<file path="config.mk">
export PLATFORM = sky130hd
export DESIGN_NAME = up_down_counter
export DESIGN_NICKNAME = d
export VERILOG_FILES = /design/src/rtl/up_down_counter_pkg.sv /design/src/rtl/updn_cnt_core.sv /design/src/rtl/up_down_counter.sv
export SDC_FILE = /design/constraint.sdc
export NUM_CORES = 1
export LEC_CHECK = 0
export BUFFER_PORTS_ARGS = -buffer_cell sky130_fd_sc_hd__buf_2
export CAP_MARGIN = 20
export CELL_PAD_IN_SITES_DETAIL_PLACEMENT = 1
export CELL_PAD_IN_SITES_GLOBAL_PLACEMENT = 1
export CORE_MARGIN = 2
export CORE_UTILIZATION = 40
export CTS_BUF_LIST = sky130_fd_sc_hd__clkbuf_8
export CTS_CLUSTER_DIAMETER = 40
export DETAILED_ROUTE_END_ITERATION = 16
export PLACE_DENSITY = 0.89
export SETUP_SLACK_MARGIN = 0.4
export SYNTH_ARGS = -nofsm -noshare
export SYNTH_HDL_FRONTEND = slang
export SYNTH_SLANG_ARGS = --single-unit
</file>
<file path="constraint.sdc">
create_clock -name clk -period 2 [get_ports clk]
set_input_delay 0.2 -clock clk [delete_from_list [all_inputs] [get_ports clk]]
set_output_delay 0.2 -clock clk [all_outputs]
set_load 0.02 [all_outputs]
</file>
<file path="src/rtl/up_down_counter_pkg.sv">
// Shared types for the dual-channel up/down counter.
// Channel width and direction encoding live here.
package up_down_counter_pkg;

    localparam int CNT_W = 4;

    typedef logic [CNT_W-1:0] cnt_t;

    typedef enum logic {
        DIR_DOWN = 1'b0,
        DIR_UP   = 1'b1
    } dir_e;

endpackage

</file>
<file path="src/rtl/updn_cnt_core.sv">
// Next-state logic for one counter channel with range 0..limit.
// Counting up past limit wraps to 0; counting down past 0 reloads limit.
module updn_cnt_core
    import up_down_counter_pkg::*;
#(
    parameter int W = CNT_W
) (
    input  dir_e         dir_i,
    input  logic [W-1:0] limit_i,
    input  logic [W-1:0] cnt_i,
    output logic [W-1:0] cnt_d_o
);

    localparam logic [W-1:0] ONE = {{(W-1){1'b0}}, 1'b1};

    // >= rather than == so a limit lowered below the count still wraps
    always_comb begin
        cnt_d_o = cnt_i;
        if (dir_i == DIR_UP) begin
            cnt_d_o = (cnt_i >= limit_i) ? '0 : cnt_i + ONE;
        end else begin
            cnt_d_o = (cnt_i == '0) ? limit_i : cnt_i - ONE;
        end
    end

endmodule

</file>
<file path="src/rtl/up_down_counter.sv">
// Dual 4-bit counter: outu is modulo-16 up/down, outd runs over 0..data.
// Both channels share the same core; state registers live here.
module up_down_counter
    import up_down_counter_pkg::*;
#(
    parameter int WIDTH = CNT_W
) (
    input  logic             clk,
    input  logic             reset,
    input  logic [WIDTH-1:0] data,
    input  logic             up_down,
    input  logic             down_up,
    output logic [WIDTH-1:0] outu,
    output logic [WIDTH-1:0] outd
);

    localparam logic [WIDTH-1:0] MAX = '1;

    logic [WIDTH-1:0] outu_q, outu_d;
    logic [WIDTH-1:0] outd_q, outd_d;

    updn_cnt_core #(.W(WIDTH)) u_core_u (
        .dir_i   (dir_e'(up_down)),
        .limit_i (MAX),
        .cnt_i   (outu_q),
        .cnt_d_o (outu_d)
    );

    // down_up=1 means count down, the opposite sense of the core's dir
    updn_cnt_core #(.W(WIDTH)) u_core_d (
        .dir_i   (dir_e'(~down_up)),
        .limit_i (data),
        .cnt_i   (outd_q),
        .cnt_d_o (outd_d)
    );

    always_ff @(posedge clk or posedge reset) begin
        if (reset) begin
            outu_q <= '0;
            outd_q <= '0;
        end else begin
            outu_q <= outu_d;
            outd_q <= outd_d;
        end
    end

    assign outu = outu_q;
    assign outd = outd_q;

    a_no_x_inputs : assert property (
        @(posedge clk) disable iff (reset)
        !$isunknown({data, up_down, down_up})
    );

endmodule

</file>
==> impl_metrics.toml <==
[worst_setup_path]
cp-start-kind = "flip-flop"
cp.arrival_ps = 1720
crit_start = "outd[0]$_DFF_PP0_"
rr_worst_depth = 6
r2r_slack_ps = 400
path_buf_inv = 1
worst-path-max-fanout = 4
endpoint_kind = "flip-flop"
cp_cell_sequence = "inv_4, ha_4, nand2b_4, a2111oi_4, a21oi_2, o31ai_1"
critical_path_class = "flip-flop to flip-flop"
slowest_stage = "dfrtp_2"
path_delay_family = "compound AO/OA/AOI/OAI gates"
crit_path_end = "outd[3]$_DFF_PP0_"
r2r_start = "outd[0]$_DFF_PP0_"
critical_path.max_stage_delay_ps = 420
r2r_end = "outd[3]$_DFF_PP0_"
cp.required_ps = 2120
cp_num_cells = 6

[timing]
slew_headroom_pct = 76.3
fmax_ghz = 0.627
setup_viol = 0
post-route-period-util_pct = 79.8
worst_slack_ps = 405
finalClockSkew_ps = 1.98
maxSlewViolCount = 0
worst_pin_slew_ps = 356
tns_ps = 0
hold_viol_final = 0
rsz0062_at_grt = "yes"
finalWorstPathRequiredPeriod_ps = 1600

[logic_synthesis]
netlist_instances = 70
synth_area_leaders = "dfrtp_1 (31%), ha_1 (15%), inv_1 (6.3%), o31ai_1 (4.6%), a2111oi_4 (4.2%)"
syn_area_sq_um = 652
synth_edf_count = 0
netlist.area_leader.share_pct = 30.7
syn-num-nets = 86
ys_types = 29
synth_top_flop_cell = "dfrtp_1"
yosysSeqAreaShare_pct = 30.7
async_reset_ff_share_pct = 100
ys_warn_count = 0
ys_seq_elements = 8
synth_area_per_cell_sq_um = 9.31
yosysTopAreaCell = "dfrtp_1"

[floorplan]
chipWidth_um = 44.4
coreArea_sq_um = 1520
ios = 16
initial_utilization_pct = 42.8
die_area_sq_um = 1970
die_h_um = 44.4
num_rows = 14

[global_routing]
track_usage_pct = 18.9
antenna_found_initial = 0
grt_max_degree = 10
grt_pass1_vias = 559
grt_pass1_wl_mm = 2.59
grt_overflow = 0

[flow_run]
cap_violations = 0

[routing]
viasPerCell = 5.28
drc = 0
drt-wirelength-per-cell_um = 15.2
dr.first_iter.drc_count = 2
ant_nets = 0
routed_wl_mm = 1.63
first_pass_iters = 4
vias = 565

[clocking]
clk_pin_slew_worst_paths_ps = 40
cts_root_buffer = "clkbuf_8"
insertion_delay_ps = 230
cts_tree = "built"
cts-htree-levels = 1
cts.path.max_buffers = 2
clock-sinks = 8
numCtsBuffers = 3

[placement]
place_congestion = 0.795
dp_hpwl_mm = 1.25
portBuffers = 15
dp_slack_ps = 303

[power_and_ir_drop]
ir_worst_vdd_uv = 815
leakage_uw = 0.000403
power_uw = 1350
powerDensity_nw_per_um2 = 1580

[status]
status = "completed"

[final_layout]
drive_above_1_share_pct = 33.0
multi_input_area_sq_um = 433
insertedDiodeCount = 0
area_growth_pct = 30.7
nets = 108
finalCoreUtilization_pct = 55.9
regArea_sq_um = 203
fill_cells = 179

[worst_hold_path]
hp-class = "primary input to flip-flop"
final cells by class:
type	instances	share of cell area (%)
clock inverter	1	0.441
multi-input combinational	49	50.8
sequential	8	23.8
clock buffer	3	4.85
timing repair buffer	19	12.6
inverter	11	5.14
tap	16	2.35
layer usage:
layer	up-vias	GRT usage, %	routed length, um
met1	267	23.6	744
li1	286	-	-
met4	0	5.45	10
met5	-	0	0
met2	10	30.0	811
met3	2	7.76	63
repair_timing:
item,in CTS,in global routing
gates cloned,0,0
pin swaps,1,1
resized for setup,1,4
setup buffers,1,2
setup endpoints to repair,3,4
endpoints found under the hold margin,8,0
hold buffers,1,0
sequential cells by signal (all words and copies together) (netlist names):
name	flops
outd	4
outu	4
cell usage after synthesis (2+ instances only):
cell / n
nand2_1: 2
o31ai_1: 4
mux2i_1: 2
o21ai_0: 3
a21oi_1: 3
nand3_1: 3
nand2b_1: 2
xnor2_1: 3
a31oi_1: 2
ha_1: 8
inv_1: 11
dfrtp_1: 8
nor2_1: 3
cells in the final DEF (no fill, tap or decap), types with 2 or more instances in the layout:
master and n:
nand2b_1 2, dfrtp_1 6, nand3_1 3, ha_4 2, o31ai_1 4, mux2i_1 2, clkbuf_8 3, buf_4 3
inv_1 11, dfrtp_2 2, o21ai_0 3, a31oi_1 2, nand2_1 2, nor2_1 3, buf_2 15, ha_1 6
xnor2_1 3, a21oi_1 3
logic make-up (layout without fill, tap and decap cells):
logic type	after synthesis	in the layout	synth area share, %
buf+inv	13	34	7.68
mux	2	2	3.07
fa+ha+maj	8	8	15.4
xor+xnor	4	4	5.38
compound gates	20	20	23.8
simple gates	15	15	14.0
flops	8	8	30.7
metrics by stage:
stage	hold slack, ps	instance area (sq um)	instances
finish	239	852	107
global route	245	852	107
CTS	227	815	105
detailed placement	156	739	99
global placement	151	739	99
floorplan	15.6	653	70
report_power, final:
group	switching [uW]	total (uW)	leakage (uW)	internal, uW
Combinational	405	783	0.000284	378
Clock	66.8	200	0.0000269	133
Sequential	130	367	0.0000922	237
Total	602	1350	0.000403	748
worst min path at each step:
stage,from,end,slack [ps],cells after the start
2_1_floorplan,reset,outd[1]$_DFF_PP0_,20,1
3_3_place_gp,reset,outu[0]$_DFF_PP0_,150,2
6_report,up_down,outu[1]$_DFF_PP0_,240,2
4_1_cts,up_down,outu[1]$_DFF_PP0_,230,2
3_5_place_dp,reset,outd[2]$_DFF_PP0_,160,2
5_1_grt,up_down,outu[1]$_DFF_PP0_,240,2
No activity file was read; power rests on OpenSTA's default activity.
